**src/rtl/mse_frame_packer_if.sv**
```systemverilog
// Byte-frame packer bus: MSE capture inputs, UART byte interface, status.
// Latency: n/a (signal bundle only).
// Backpressure: tx_busy from the transmitter stalls the packer between bytes.
// Ports: mse_data/mse_valid (capture), tx_busy/com_txvalid/com_txdata (UART),
//        busy/frame_done/overrun (status).
interface mse_frame_packer_if #(
    parameter int NUM_DSP = 2
);
    logic [NUM_DSP-1:0][63:0] mse_data;
    logic [NUM_DSP-1:0]       mse_valid;
    logic                     tx_busy;
    logic                     com_txvalid;
    logic [7:0]               com_txdata;
    logic                     busy;
    logic                     frame_done;
    logic [NUM_DSP-1:0]       overrun;

    // master: collectors + transmitter side (drives captures and tx_busy)
    modport master (
        output mse_data, mse_valid, tx_busy,
        input  com_txvalid, com_txdata, busy, frame_done, overrun
    );

    // slave: the packer itself
    modport slave (
        input  mse_data, mse_valid, tx_busy,
        output com_txvalid, com_txdata, busy, frame_done, overrun
    );
endinterface

```
**src/rtl/mse_frame_packer.sv**
```systemverilog
// Captures per-channel 64-bit MSE results and serialises them as byte frames
// (HDR, channel, 8 data bytes MSB first [, XOR checksum]) to a UART transmitter.
// Latency: capture at t -> LOAD at t+1 -> first byte at t+2 when tx_busy=0.
// Backpressure: each byte waits for tx_busy low, then a full high/low cycle.
// Ports: clk, rstn (synchronous, active-low), bus (mse_frame_packer_if.slave).
// Build option: define MSE_PACK_CHECKSUM_EN to append the checksum byte (11-byte frame).
module mse_frame_packer #(
    parameter int          NUM_DSP = 2,
    parameter logic [7:0]  HDR     = 8'hA5
) (
    input  logic                 clk,
    input  logic                 rstn,
    mse_frame_packer_if.slave    bus
);

`ifdef MSE_PACK_CHECKSUM_EN
    localparam logic [3:0] LAST_IDX = 4'd10;
`else
    localparam logic [3:0] LAST_IDX = 4'd9;
`endif

    typedef enum logic [2:0] {
        S_IDLE,
        S_LOAD,
        S_EMIT,
        S_WAIT_HI,
        S_WAIT_LO
    } state_t;

    state_t              r_state;
    state_t              w_next;
    logic [63:0]         r_cap [NUM_DSP];
    logic [NUM_DSP-1:0]  r_pend;
    logic [NUM_DSP-1:0]  r_ovr;
    logic [63:0]         r_shift;
    logic [2:0]          r_chan;
    logic [3:0]          r_cnt;
`ifdef MSE_PACK_CHECKSUM_EN
    logic [7:0]          r_csum;
`endif

    logic [2:0]          w_sel;
    logic [63:0]         w_sel_dat;
    logic [7:0]          w_byte;
    logic                w_load;
    logic                w_txvalid;
    logic [7:0]          w_txdata;
    logic                w_done;
    logic                w_data_byte;

    // Lowest-index pending channel; descending scan lets low indices win.
    always_comb begin
        w_sel     = '0;
        w_sel_dat = '0;
        for (int i = NUM_DSP - 1; i >= 0; i--) begin
            if (r_pend[i]) begin
                w_sel     = 3'(i);
                w_sel_dat = r_cap[i];
            end
        end
    end

    // Bytes 2..9 come from the top of the shift register.
    assign w_data_byte = (r_cnt >= 4'd2) && (r_cnt <= 4'd9);

    always_comb begin
        w_byte = r_shift[63:56];
        if (r_cnt == 4'd0) begin
            w_byte = HDR;
        end else if (r_cnt == 4'd1) begin
            w_byte = {5'd0, r_chan};
        end
`ifdef MSE_PACK_CHECKSUM_EN
        else if (r_cnt == 4'd10) begin
            w_byte = r_csum;
        end
`endif
    end

    always_comb begin
        w_next    = r_state;
        w_load    = 1'b0;
        w_txvalid = 1'b0;
        w_txdata  = 8'd0;
        w_done    = 1'b0;
        case (r_state)
            // Look at the strobes too so a capture reaches LOAD on the next cycle.
            S_IDLE:    if ((|r_pend) || (|bus.mse_valid)) w_next = S_LOAD;
            S_LOAD: begin
                w_load = 1'b1;
                w_next = S_EMIT;
            end
            S_EMIT: begin
                if (!bus.tx_busy) begin
                    w_txvalid = 1'b1;
                    w_txdata  = w_byte;
                    w_next    = S_WAIT_HI;
                end
            end
            S_WAIT_HI: if (bus.tx_busy) w_next = S_WAIT_LO;
            S_WAIT_LO: begin
                if (!bus.tx_busy) begin
                    if (r_cnt == LAST_IDX) begin
                        w_done = 1'b1;
                        w_next = S_IDLE;
                    end else begin
                        w_next = S_EMIT;
                    end
                end
            end
            default:   w_next = S_IDLE;
        endcase
    end

    always_ff @(posedge clk) begin
        if (!rstn) begin
            r_state <= S_IDLE;
        end else begin
            r_state <= w_next;
        end
    end

    always_ff @(posedge clk) begin
        if (!rstn) begin
            r_pend  <= '0;
            r_ovr   <= '0;
            r_shift <= '0;
            r_chan  <= '0;
            r_cnt   <= '0;
            for (int i = 0; i < NUM_DSP; i++) r_cap[i] <= '0;
`ifdef MSE_PACK_CHECKSUM_EN
            r_csum  <= '0;
`endif
        end else begin
            if (w_load) begin
                r_shift <= w_sel_dat;
                r_chan  <= w_sel;
                r_cnt   <= 4'd0;
`ifdef MSE_PACK_CHECKSUM_EN
                r_csum  <= 8'd0;
`endif
            end
            if (w_txvalid && w_data_byte) begin
                r_shift <= {r_shift[55:0], 8'd0};
`ifdef MSE_PACK_CHECKSUM_EN
                r_csum  <= r_csum ^ r_shift[63:56];
`endif
            end
            if ((r_state == S_WAIT_LO) && !bus.tx_busy && (r_cnt != LAST_IDX)) begin
                r_cnt <= r_cnt + 4'd1;
            end
            // A capture on the channel being loaded keeps it pending with the
            // new value and is not an overrun: the old value is the one sent.
            for (int i = 0; i < NUM_DSP; i++) begin
                if (bus.mse_valid[i]) begin
                    r_cap[i]  <= bus.mse_data[i];
                    r_pend[i] <= 1'b1;
                    if (r_pend[i] && !(w_load && (w_sel == 3'(i)))) r_ovr[i] <= 1'b1;
                end else if (w_load && (w_sel == 3'(i))) begin
                    r_pend[i] <= 1'b0;
                end
            end
        end
    end

    assign bus.com_txvalid = w_txvalid;
    assign bus.com_txdata  = w_txdata;
    assign bus.busy        = (r_state != S_IDLE);
    assign bus.frame_done  = w_done;
    assign bus.overrun     = r_ovr;

endmodule
```
**src/flat_wrapper.sv**
```systemverilog
// flat-port wrapper written by rule: the top's interface ports become plain ports
module mse_frame_packer_flat 
#(
    parameter int          NUM_DSP = 2,
    parameter logic [7:0]  HDR     = 8'hA5
)
  (clk, rstn, bus_mse_data, bus_mse_valid, bus_tx_busy, bus_com_txvalid, bus_com_txdata, bus_busy, bus_frame_done, bus_overrun);
  mse_frame_packer_if #(.NUM_DSP(NUM_DSP)) bus_i ();
  input  logic clk;
  input  logic rstn;
  input wire logic [$bits(bus_i.mse_data)-1:0] bus_mse_data;
  input wire logic [$bits(bus_i.mse_valid)-1:0] bus_mse_valid;
  input wire logic [$bits(bus_i.tx_busy)-1:0] bus_tx_busy;
  output wire logic [$bits(bus_i.com_txvalid)-1:0] bus_com_txvalid;
  output wire logic [$bits(bus_i.com_txdata)-1:0] bus_com_txdata;
  output wire logic [$bits(bus_i.busy)-1:0] bus_busy;
  output wire logic [$bits(bus_i.frame_done)-1:0] bus_frame_done;
  output wire logic [$bits(bus_i.overrun)-1:0] bus_overrun;
  assign bus_i.mse_data = bus_mse_data;
  assign bus_i.mse_valid = bus_mse_valid;
  assign bus_i.tx_busy = bus_tx_busy;
  assign bus_com_txvalid = bus_i.com_txvalid;
  assign bus_com_txdata = bus_i.com_txdata;
  assign bus_busy = bus_i.busy;
  assign bus_frame_done = bus_i.frame_done;
  assign bus_overrun = bus_i.overrun;
  mse_frame_packer #(.NUM_DSP(NUM_DSP), .HDR(HDR)) u_core (.clk(clk), .rstn(rstn), .bus(bus_i));
endmodule
```
**config.mk**
```make
export PLATFORM = sky130hd
export DESIGN_NAME = mse_frame_packer_flat
export DESIGN_NICKNAME = d
export VERILOG_FILES = /design/src/rtl/mse_frame_packer_if.sv /design/src/rtl/mse_frame_packer.sv /design/src/flat_wrapper.sv
export SDC_FILE = /design/constraint.sdc
export NUM_CORES = 1
export LEC_CHECK = 0
export BUFFER_PORTS_ARGS = -buffer_cell sky130_fd_sc_hd__buf_2
export CAP_MARGIN = 25
export CORE_MARGIN = 10
export CORE_UTILIZATION = 57
export DETAILED_ROUTE_END_ITERATION = 6
export GPL_TIMING_DRIVEN = 0
export PLACE_DENSITY_LB_ADDON = 0.3
export REMOVE_ABC_BUFFERS = 1
export SLEW_MARGIN = 15
export SYNTH_ARGS = -nofsm -noshare
export SYNTH_HDL_FRONTEND = slang
export SYNTH_SLANG_ARGS = --single-unit
```
**constraint.sdc**
```tcl
create_clock -name clk -period 3.25 [get_ports clk]
set_input_delay 0.325 -clock clk [delete_from_list [all_inputs] [get_ports clk]]
set_output_delay 0.325 -clock clk [all_outputs]
set_load 0.005 [all_outputs]
```
==> out/metrics.cfg <==
[cells_and_area]
drive_gt1_share_pct=22.97
finalNetCount=1033
syn_to_final_growth_pct=17.13
multiInputGateArea_mm2=0.003351
seqCellArea_mm2=0.005373
diodes=0
nFillCells=1211
layout_common_cells=buf_2, and2_1, edfxtp_1, dfxtp_1, a21oi_1
final_common_cell=buf_2

[clock_network]
cts-root-buf=clkbuf_16
cts_tree=built
cts_max_path_buffers=3
numCtsBuffers=21
cts_resized=0
clock_sinks=204
htreeDepth=1
hold_buffers=0
clk_pin_slew_ps=60
cts_setup_buffers=0
clock_latency_ps=500

[synth]
avgSynthCellArea_um2=11.53
synth_edf_count=128
synth_seq_area_share_pct=58.80
netlist.area_leader.share_pct=42.13
yosys-top-cells-area=edfxtp_1, dfxtp_1, and2_1
ys_warn_count=0
syn-instance-count=791
synth_ff_type=edfxtp_1
synth_top_area_cell=edfxtp_1
ys_types=46
synthArstFlopShare_pct=0
synth-seq-cells=204
synth_area_mm2=0.009124

[timing]
hold_viol=0
max-slew-margin-rel_pct=31.58
rsz0062_at_grt=no
slew_viol_final=0
period_needed_ps=2668
setup_viol=0
min_period_over_period_pct=82.09
fin_tns_setup_ps=0
max_freq_mhz=374.8
fin_worst_skew_ps=17.15
worstMarginPinSlew_ps=1024
timing.final.ws_setup_ps=582.0

[power_and_ir_drop]
power_density_mw_per_mm2=565.8
ir_worst_vdd_uv=350.1
power_leakage_nw=4.344

[setup_path]
worstSetupPathType=reg2out
reg2reg_depth=5
crit_start=u_core.r_state[1]
end_kind=output port
critical_path_arrival_ps=2340
rr_endpoint=u_core.r_shift[57]
crit_slowest_cell=or4b_1
path_max_fanout=12
critical_path_buf_inv_count=1
r2r_setup_slack_ps=760
cp.depth=4
critical_path_required_ps=2920
cp_top_family=simple AND/OR/NAND/NOR gates
crit_chain=or4b_1 > a21oi_1 > and2_1 > buf_2
r2r-start=u_core.r_state[1]
cpPeakStageDelay_ps=670
cp-start-kind=flip-flop

[placement]
dp_slack_ps=215.1
port_buffers=145
gp_congestion=0.7582
dp_hpwl_um=13090

[floorplanning]
core_area_mm2=0.01577
io_pins=146
rows=46
die_h_um=146.5
dieArea_mm2=0.02147
initial_core_util_pct=57.85
die_x_um=146.5

[global_routing]
antenna_found_initial=0
grt-ovfl-total=0
grt_max_degree=73
first_global_vias=6723
grt_use_total_pct=18.77
grt_pass1_wl_um=33730

[hold_path]
holdPathEnd=u_core.r_state[0]
hp-start=bus_tx_busy
hold_depth=2
hold_class=in2reg

[detailed_routing]
wl_met2_um=10370
route.layer.met1.wl_um=9045
top_layer=met4
ant_nets=0
drcViolationCount=0
wire_per_inst_um=18.73
via_per_inst=5.727
drtIter0Drc=596
finalWirelength_um=21090
dr_wl_met3_um=1354
dr.pass1.iters=5
routed-via-count=6449

[flow_run]
cap_violations=0

[status]
status=finished clean

[where the power goes]
| group | switching [mW] | total (mW) | internal [mW] |
|---|---|---|---|
| clock network | 0.957 | 2.46 | 1.50 |
| logic | 0.268 | 0.503 | 0.235 |
| registers | 0.112 | 3.08 | 2.97 |
| total | 1.34 | 6.05 | 4.71 |
[through the flow]
step	area, um2	hold slack [ps]	power, mW	cells	util [%]
final	10690	97.64	6.047	1126	67.76
after global routing	10690	94.40	6.268	1126	67.76
after CTS	10670	79.45	6.092	1125	67.64
after detailed placement	9953	458.9	3.641	1087	63.11
after global placement	9718	436.0	3.602	1076	61.62
after floorplan	8722	432.6	3.390	715	-
[cell usage after synthesis (2+ instances only)]
master    instances
or4b_1            2
edfxtp_1        128
buf_6             2
buf_8             6
or4_1             2
a21oi_1          69
o211ai_1          4
a31oi_1           2
ha_1              5
nand2_1          64
buf_2             4
or3b_2            2
or3_1             2
a221o_1          60
buf_4             5
nor2_1            8
and2_1          132
nand3b_1         57
and3_1           56
a221o_2           4
o2111a_1          8
clkbuf_1         57
inv_1             9
dfxtp_1          76
nand3_1           4
o21ai_0           2
nor3_1            2
[logic make-up after synthesis]
family / count (synthesis) / share of synthesized area (%)
and+or+nand+nor: 342 / 22.55
DFF: 204 / 58.80
AOI/OAI and AO/OA: 155 / 13.19
buffers and inverters: 85 / 4.772
adders and majority gates: 5 / 0.6857
[metal layers]
metal,vias to the layer above,track usage [%]
li1,3122,-
met1,3100,24.57
met2,202,30.94
met3,25,3.554
met4,0,5.656
met5,-,0
[registers in the layout, summed over array words and instances, names as in the netlist]
signal              cells
u_core.bus.overrun      2
u_core.r_pend           2
u_core.r_state          3
u_core.r_cnt            4
u_core.r_cap          128
u_core.r_chan           1
u_core.r_shift         64
[worst max path at each step]
stage                                      end  slack [ps]
final                        bus_com_txdata[1]         580
after global routing         bus_com_txdata[1]         490
after CTS                    bus_com_txdata[3]         580
after detailed placement    u_core.r_shift[24]         220
after global placement    u_core.r_cap[0][118]       -3080
after floorplan             u_core.r_cap[0][0]        -190
[cell type report]
| class | count | area share, % |
|---|---|---|
| Sequential cell | 204 | 50.28 |
| Multi-Input combinational cell | 502 | 31.35 |
| Timing Repair Buffer | 157 | 8.851 |
| Clock buffer | 27 | 5.421 |
| Tap cell | 216 | 2.529 |
| Clock inverter | 11 | 1.253 |
| Inverter | 9 | 0.3161 |
(Power assumes the default switching activity.)
